`config.mk`:
```
export PLATFORM = sky130hd
export DESIGN_NAME = emotion_argmax
export DESIGN_NICKNAME = d
export VERILOG_FILES = /design/src/rtl/emotion_argmax_pkg.sv /design/src/rtl/emotion_argmax_fp32_order_key.sv /design/src/rtl/emotion_argmax.sv
export SDC_FILE = /design/constraint.sdc
export NUM_CORES = 1
export LEC_CHECK = 0
export ABC_CLOCK_PERIOD_IN_PS = 3400
export BUFFER_PORTS_ARGS = -buffer_cell sky130_fd_sc_hd__buf_4
export CORE_UTILIZATION = 55
export DETAILED_ROUTE_END_ITERATION = 10
export PLACE_DENSITY = 0.74
export SYNTH_ARGS = -nofsm -noshare
export SYNTH_HDL_FRONTEND = slang
export SYNTH_SLANG_ARGS = --single-unit
```
`constraint.sdc`:
```
create_clock -name clk -period 3.4 [get_ports clk]
set_input_delay 0.17 -clock clk [delete_from_list [all_inputs] [get_ports clk]]
set_output_delay 0.17 -clock clk [all_outputs]
set_load 0.02 [all_outputs]
```
`src/rtl/emotion_argmax_pkg.sv`:
```
// Shared constants and types for the emotion classifier argmax stage.
// Used by emotion_argmax (optional EMOTION_ARGMAX_TOP2_EN runner-up output) and fp32_order_key.
package emotion_argmax_pkg;

    localparam int unsigned FP32_W            = 32;
    localparam logic [31:0] FP32_POS_ZERO     = 32'h0000_0000;
    localparam logic [31:0] FP32_NEG_ZERO     = 32'h8000_0000;
    localparam logic [31:0] FP32_KEY_NEG_INF  = 32'h007F_FFFF;
    localparam logic [31:0] FP32_KEY_FLOOR    = 32'h0000_0000;
    localparam int unsigned DEFAULT_NUM_CLASS = 7;

    typedef enum logic [2:0] {
        EMO_ANGRY    = 3'd0,
        EMO_DISGUST  = 3'd1,
        EMO_FEAR     = 3'd2,
        EMO_HAPPY    = 3'd3,
        EMO_SAD      = 3'd4,
        EMO_SURPRISE = 3'd5,
        EMO_NEUTRAL  = 3'd6
    } emotion_e;

    typedef enum logic {
        ST_IDLE  = 1'b0,
        ST_ACCUM = 1'b1
    } state_e;

endpackage

```
`src/rtl/emotion_argmax_fp32_order_key.sv`:
```
// Maps an IEEE-754 bit pattern to an unsigned key whose integer order is the float order.
// Negative values are fully inverted so -0.0 lands just below +0.0.
module fp32_order_key #(
    parameter int unsigned BIT = 32
) (
    input  logic [BIT-1:0] i_data,
    output logic [BIT-1:0] o_key
);

    assign o_key = i_data[BIT-1] ? ~i_data : {1'b1, i_data[BIT-2:0]};

endmodule

```
`src/rtl/emotion_argmax.sv`:
```
// Running argmax over NUM_CLASS FC scores per frame; publishes winner index and raw score.
// Define EMOTION_ARGMAX_TOP2_EN to also track and publish the runner-up on class2_out/score2_out.
module emotion_argmax
    import emotion_argmax_pkg::*;
#(
    parameter int unsigned BIT       = FP32_W,
    parameter int unsigned NUM_CLASS = DEFAULT_NUM_CLASS,
    parameter int unsigned IDX_W     = 3
) (
    input  logic             clk,
    input  logic             rst_,
    input  logic [BIT-1:0]   data_in,
    input  logic             data_ready_in,
    input  logic             clear,
    output logic [IDX_W-1:0] class_out,
    output logic [BIT-1:0]   score_out,
    output logic             class_valid,
    output logic             busy
`ifdef EMOTION_ARGMAX_TOP2_EN
    ,
    output logic [IDX_W-1:0] class2_out,
    output logic [BIT-1:0]   score2_out
`endif
);

    localparam logic [IDX_W-1:0] LAST_CNT  = IDX_W'(NUM_CLASS - 1);
    localparam logic [IDX_W-1:0] FIRST_IDX = IDX_W'(EMO_ANGRY);

    state_e           r_state,      w_state_nxt;
    logic [IDX_W-1:0] r_count,      w_count_nxt;
    logic [IDX_W-1:0] r_best_idx,   w_best_idx_nxt;
    logic [BIT-1:0]   r_best_key,   w_best_key_nxt;
    logic [BIT-1:0]   r_best_score, w_best_score_nxt;
    logic [IDX_W-1:0] r_class,      w_class_nxt;
    logic [BIT-1:0]   r_score,      w_score_nxt;
    logic             r_valid,      w_valid_nxt;
    logic [BIT-1:0]   w_sample_key;
    logic             w_publish;

    fp32_order_key #(.BIT(BIT)) u_sample_key (
        .i_data (data_in),
        .o_key  (w_sample_key)
    );

`ifdef EMOTION_ARGMAX_TOP2_EN
    logic [IDX_W-1:0] r_sec_idx,   w_sec_idx_nxt;
    logic [BIT-1:0]   r_sec_key,   w_sec_key_nxt;
    logic [BIT-1:0]   r_sec_score, w_sec_score_nxt;
    logic [IDX_W-1:0] r_class2,    w_class2_nxt;
    logic [BIT-1:0]   r_score2,    w_score2_nxt;
`endif

    always_comb begin
        // NOTE: every combinational output gets its hold value first so no branch can infer a latch.
        w_state_nxt      = r_state;
        w_count_nxt      = r_count;
        w_best_idx_nxt   = r_best_idx;
        w_best_key_nxt   = r_best_key;
        w_best_score_nxt = r_best_score;
        w_publish        = 1'b0;
`ifdef EMOTION_ARGMAX_TOP2_EN
        w_sec_idx_nxt    = r_sec_idx;
        w_sec_key_nxt    = r_sec_key;
        w_sec_score_nxt  = r_sec_score;
`endif
        if (clear) begin
            w_state_nxt = ST_IDLE;
            w_count_nxt = '0;
        end else if (data_ready_in) begin
            unique case (r_state)
                ST_IDLE: begin
                    w_best_idx_nxt   = FIRST_IDX;
                    w_best_key_nxt   = w_sample_key;
                    w_best_score_nxt = data_in;
`ifdef EMOTION_ARGMAX_TOP2_EN
                    // Floor key sits below every real score so the first later sample always claims runner-up.
                    w_sec_idx_nxt    = '0;
                    w_sec_key_nxt    = BIT'(FP32_KEY_FLOOR);
                    w_sec_score_nxt  = BIT'(FP32_POS_ZERO);
`endif
                    if (NUM_CLASS == 1) begin
                        w_publish   = 1'b1;
                        w_count_nxt = '0;
                    end else begin
                        w_state_nxt = ST_ACCUM;
                        w_count_nxt = IDX_W'(1);
                    end
                end
                ST_ACCUM: begin
                    if (w_sample_key > r_best_key) begin
                        w_best_idx_nxt   = r_count;
                        w_best_key_nxt   = w_sample_key;
                        w_best_score_nxt = data_in;
`ifdef EMOTION_ARGMAX_TOP2_EN
                        w_sec_idx_nxt    = r_best_idx;
                        w_sec_key_nxt    = r_best_key;
                        w_sec_score_nxt  = r_best_score;
                    end else if (w_sample_key > r_sec_key) begin
                        w_sec_idx_nxt    = r_count;
                        w_sec_key_nxt    = w_sample_key;
                        w_sec_score_nxt  = data_in;
`endif
                    end
                    if (r_count == LAST_CNT) begin
                        w_publish   = 1'b1;
                        w_state_nxt = ST_IDLE;
                        w_count_nxt = '0;
                    end else begin
                        w_count_nxt = r_count + IDX_W'(1);
                    end
                end
                default: begin
                    w_state_nxt = ST_IDLE;
                    w_count_nxt = '0;
                end
            endcase
        end
    end

    assign w_valid_nxt = w_publish;
    assign w_class_nxt = w_publish ? w_best_idx_nxt   : r_class;
    assign w_score_nxt = w_publish ? w_best_score_nxt : r_score;

    always_ff @(posedge clk or negedge rst_) begin
        if (!rst_) begin
            r_state      <= ST_IDLE;
            r_count      <= '0;
            r_best_idx   <= '0;
            r_best_key   <= '0;
            r_best_score <= '0;
            r_class      <= '0;
            r_score      <= '0;
            r_valid      <= 1'b0;
        end else begin
            // NOTE: non-blocking assignments so every register samples the pre-edge values.
            r_state      <= w_state_nxt;
            r_count      <= w_count_nxt;
            r_best_idx   <= w_best_idx_nxt;
            r_best_key   <= w_best_key_nxt;
            r_best_score <= w_best_score_nxt;
            r_class      <= w_class_nxt;
            r_score      <= w_score_nxt;
            r_valid      <= w_valid_nxt;
        end
    end

    assign class_out   = r_class;
    assign score_out   = r_score;
    assign class_valid = r_valid;
    assign busy        = (r_state == ST_ACCUM);

`ifdef EMOTION_ARGMAX_TOP2_EN
    assign w_class2_nxt = w_publish ? w_sec_idx_nxt   : r_class2;
    assign w_score2_nxt = w_publish ? w_sec_score_nxt : r_score2;

    always_ff @(posedge clk or negedge rst_) begin
        if (!rst_) begin
            r_sec_idx   <= '0;
            r_sec_key   <= '0;
            r_sec_score <= '0;
            r_class2    <= '0;
            r_score2    <= '0;
        end else begin
            r_sec_idx   <= w_sec_idx_nxt;
            r_sec_key   <= w_sec_key_nxt;
            r_sec_score <= w_sec_score_nxt;
            r_class2    <= w_class2_nxt;
            r_score2    <= w_score2_nxt;
        end
    end

    assign class2_out = r_class2;
    assign score2_out = r_score2;
`endif

endmodule

```
# After elaboration in Yosys (flattened, before gate mapping)
# Index checks and enable logic that the tools add are counted.
# op_classes
magnitude_cmp,1
eq_ne,2
bitwise,3
n_reduce_logical,2
addsub,1
mux,23
# ops
operator,n
two-way mux 32 bit,5
case mux 32 bit (2 select lines),2
greater-than comparator 32 bit,1
inverter 32 bit,1
two-way mux 3 bit,6
case mux 3 bit (2 select lines),2
two-way mux 1 bit,7
adder 3 x 1 -> 3 bit (second input constant),1
equality test 3 bit (second input constant),1
AND reduction 3 bit,1
!= test 2 x 1 -> 1 bit (second input constant),1
inverter 1 bit,2
case mux 1 bit (2 select lines),1
nonzero test 2 bit,1
# word_totals
out_inout_bits,37
register_bits,107
in_bits,36

# Depth between registers and ports, before layout
# depth
ltp_word,7
ltp_mapped,14
ltp_nobuf,9

# Cells and area by module
# From an unflattened synthesis, not the netlist that was laid out.
# hier_totals
cells_unflattened,520
area_unflattened_um2,5634.2
# modules_own_cells
mod,area_per_inst_um2,seq_area_each_um2,cells_each,instances
emotion_argmax,5287.6,2677.6,484,1
fp32_order_key,346.6,0.0,36,1

# Worst setup path before layout
# OpenSTA, ideal clock, no wires.
# synth_timing
kind,in2reg
startpoint,in data_in[31]
endpoint,reg r_score[22] (netlist: score_out[22])
arrival_time_ps,3231
setup_ps,125
n_path_buf,3
cell_stages,12
slack_ps,44
path_cell_list,clkbuf_1 > buf_1 > xor2_1 > ha_1 > nand4_1 > or4_4 > nor4_2 > a21oi_1 > o31ai_4 > buf_6 > mux2_4 > mux2_2
# synth_lines
element,line_no,source
"start, declared",emotion_argmax.sv:12,"input logic [BIT-1:0] data_in,"
two-way mux 32 bit,emotion_argmax_fp32_order_key.sv:10,"assign o_key = i_data[BIT-1] ? ~i_data : {1'b1, i_data[BIT-2:0]};"
via u_sample_key.o_key[15],emotion_argmax_fp32_order_key.sv:7,output logic [BIT-1:0] o_key
greater-than comparator 32 bit,emotion_argmax.sv:90,if (w_sample_key > r_best_key) begin
two-way mux 32 bit,emotion_argmax.sv:90,
case mux 32 bit (2 select lines),emotion_argmax.sv:70,unique case (r_state)
two-way mux 32 bit,emotion_argmax.sv:69,end else if (data_ready_in) begin
two-way mux 32 bit,emotion_argmax.sv:66,if (clear) begin
via w_best_score_nxt[22],emotion_argmax.sv:33,"logic [BIT-1:0] r_best_score, w_best_score_nxt;"
"end signal, assigned",emotion_argmax.sv:142,r_score <= w_score_nxt;
"end, declared",emotion_argmax.sv:35,"logic [BIT-1:0] r_score, w_score_nxt;"
# The timed path passes the listed nets, and every way through them passes these cells.
# A chain may end at the register's enable or synchronous reset.

# Worst setup path after layout
# layout_timing
startpoint,reg r_best_key[15]
endpoint,reg r_score[2] (netlist: score_out[2])
# layout_between
elab_chain_len,5
# layout_rtl
element,line_no,source
"start, declared",emotion_argmax.sv:32,"logic [BIT-1:0] r_best_key, w_best_key_nxt;"
"start signal, assigned",emotion_argmax.sv:139,r_best_key <= w_best_key_nxt;
greater-than comparator 32 bit,emotion_argmax.sv:90,
two-way mux 32 bit,emotion_argmax.sv:90,
case mux 32 bit (2 select lines),emotion_argmax.sv:70,
two-way mux 32 bit,emotion_argmax.sv:69,
two-way mux 32 bit,emotion_argmax.sv:66,
via w_best_score_nxt[2],emotion_argmax.sv:33,
# The timed path passes the listed nets, and every way through them passes these cells.

==> results.cfg <==
[run_status]
status = finished, violations left
violations = hold timing

[die]
core-area_um2 = 9370
die-width_um = 101
die-area_um2 = 10200
row_count = 35
dieHeight_um = 101
start_util_pct = 57.5
ios = 73

[sta]
finClkSkew_ns = 0.0122
fin_tns_setup_ns = 0
setup_viol_count_final = 0
period_needed_ns = 3.04
holdWs_ns = -0.0257
timing.fmax_mhz = 329
maxSlewViolCount = 0
period_share_pct = 89.4
rsz0062_at_grt = false
hold_viol_final = 43
worst_pin_slew_ns = 1.02
slew_headroom_pct = 31.8

[drt]
wire_per_inst_um = 14.4
drc = 0
ant_nets = 0
vias = 3382
vias_per_cell = 5.18
drt_iter0_markers = 76
drt-total-wl_um = 9420
firstDrtPassIters = 4

[synth]
synth_cell_type_count = 40
synth_warnings = 0
yosysTopAreaCellShare_pct = 49.7
ys_async_sr_fraction_pct = 100
yosysTopAreaCell = dfrtp_1
synth_compound_area_share_pct = 10.2
syn-cell-area_um2 = 5390
post_synth_xor_area_fraction_pct = 5.04
synthSimpleGateAreaFrac_pct = 7.15
ys_top_cells_by_area = dfrtp_1, mux2_4, ha_1
synth_top_flop_cell = dfrtp_1
synth_seq_cells = 107
yosysSeqAreaShare_pct = 49.7
synthAdderAreaFrac_pct = 7.43
syn-num-nets = 514
synth-edff-count = 0
synth_top_family_by_area = multiplexers
synthMuxAreaShare_pct = 14.9
synth_cells = 446
syn_avg_cell_area_um2 = 12.1

[global_route]
track_usage_pct = 20.3
grt_pass1_wl_um = 16100
grt_remaining_overflow = 0
grt_max_degree = 85
antenna_found_initial = 0
grt_pass1_vias = 3375

[worst_hold_path]
hp-class = input pin to asynchronous set/reset pin

[layout]
fin_cells = 653
seq_area_um2 = 2680
drive_gt1_share_pct = 36.8
multiInputGateArea_um2 = 2410
layout_common_cells = dfrtp_1, buf_4, nor2_1, inv_1, mux2_2
nFillCells = 748
final_common_cell = dfrtp_1
syn_to_final_growth_pct = 15.9
nets = 587
diodes = 0

[cts]
clockRootBuffer = clkbuf_8
clock_latency_ns = 0.37
cts_tree = yes
cts_setup_buffers = 0
cts_buffers = 9
htreeDepth = 3
clkSinkCount = 107
clk_pin_slew_ns = 0.10
clk_path_buf_depth = 2

[placement]
portBuffers = 72
placedCellCount = 636
dp_hpwl_um = 6590
globalplace.congestion = 0.757

[pwr]
peakVddDrop_v = 0.000277
leakage_nw = 3.20
cellPowerDensity_nw_per_um2 = 484

[critical_path]
critPathRequiredTime_ns = 3.66
r2r_setup_slack_ns = 0.36
cp_slowest_cell = or4_4
path_buf_inv = 2
endpoint_kind = flip-flop
ff2ff_path_depth = 10
cpPeakStageDelay_ns = 0.58
path_depth = 10
path_cells = inv_1 -> ha_1 -> nand4_1 -> or4_4 -> nor4_2 -> a21oi_1 -> o31ai_4 -> buf_12 -> mux2_2 -> mux2_2
cp.arrival_ns = 3.30
crit_path_frequent_cell = mux2_2
rr_endpoint = score_out[2]
critPathTopFamily = simple AND/OR/NAND/NOR gates
critPathMaxFanout = 32
critical_path_class = flip-flop to flip-flop
critPathLaunch = r_best_key[15]
crit-reg2reg-launch = r_best_key[15]
crit_path_start_kind = flip-flop

[run]
cap_violations = 0
[routing by layer]
layer  up-vias  part of all wire [%]  track usage [%]
met5         -                     0                0
met4         0                   1.2             5.35
met3        11                   3.7             4.92
met2        70                    47             32.6
met1      1644                    49             27.8
li1       1657                     -                -
[cells by family (layout without fill, tap and decap cells)]
logic type      count (synthesis)  in the layout
fa+ha+maj                      32             32
compound gates                 76             76
buf+inv                        55            133
simple gates                   83             83
xor+xnor                       31             31
flops                         107            107
mux                            62             62
[registers in the layout, indices dropped and copies added (netlist names)]
register,flops
r_best_score,32
score_out,32
busy,1
r_best_key,32
r_count,3
class_out,3
class_valid,1
r_best_idx,3
[worst reg2reg max path, stage by stage, from the launching register on]
cell     delay, ns
dfrtp_1       0.33
inv_1         0.07
ha_1          0.34
nand4_1       0.16
or4_4         0.58
nor4_2        0.26
a21oi_1       0.15
o31ai_4       0.15
buf_12        0.27
mux2_2        0.38
mux2_2        0.26
[how the worst max path moves through the flow]
stage / slack, ns / to
final: 0.36 / score_out[2]
after global routing: 0.15 / score_out[2]
after CTS: 0.34 / score_out[2]
after detailed placement: 0.08 / score_out[2]
after global placement: 0.08 / score_out[2]
after floorplan: 0.04 / score_out[22]
[cell usage after synthesis (2+ instances only)]
cell,instances
a21oi_1,21
a21oi_2,29
a31oi_1,2
and4_1,4
buf_1,2
buf_12,2
buf_6,8
clkbuf_1,7
dfrtp_1,107
ha_1,32
inv_1,35
mux2_2,34
mux2_4,28
nand2_1,22
nand2b_1,3
nand3_1,5
nand4_1,3
nor2_1,38
nor2b_1,4
o21ai_0,9
o221ai_1,2
o22ai_1,2
xor2_1,30
[repair_timing]
| action | CTS | global route |
|---|---|---|
| resized for setup | 0 | 0 |
| endpoints found under the setup margin | 0 | 0 |
| hold endpoints to repair | 4 | 0 |
| hold buffers | 1 | 0 |
[layout make-up]
cell class / count / share of cell area, %
Multi-Input combinational cell: 284 / 38.6
Clock inverter: 6 / 0.741
Timing Repair Buffer: 81 / 10.8
Inverter: 36 / 2.16
Tap cell: 129 / 2.59
Clock buffer: 10 / 2.20
Sequential cell: 107 / 42.9
[through the flow]
step / cell area (um^2) / util (%) / setup slack (ns) / total power [W]
after floorplan: 5390 / - / 0.0444 / 0.00212
after global placement: 6050 / 64.6 / 0.0756 / 0.00228
after detailed placement: 6050 / 64.6 / 0.0759 / 0.00232
after CTS: 6240 / 66.6 / 0.345 / 0.00306
after global routing: 6240 / 66.6 / 0.155 / 0.00323
final: 6240 / 66.6 / 0.360 / 0.00302
[power breakdown]
group          switching (W)  leakage [nW]  internal [W]
Clock               0.000433        0.0893      0.000292
Combinational       0.000408          1.79      0.000368
Sequential         0.0000584          1.32       0.00146
Total               0.000899          3.20       0.00212
Note: power is estimated with default switching activity, not from simulation.
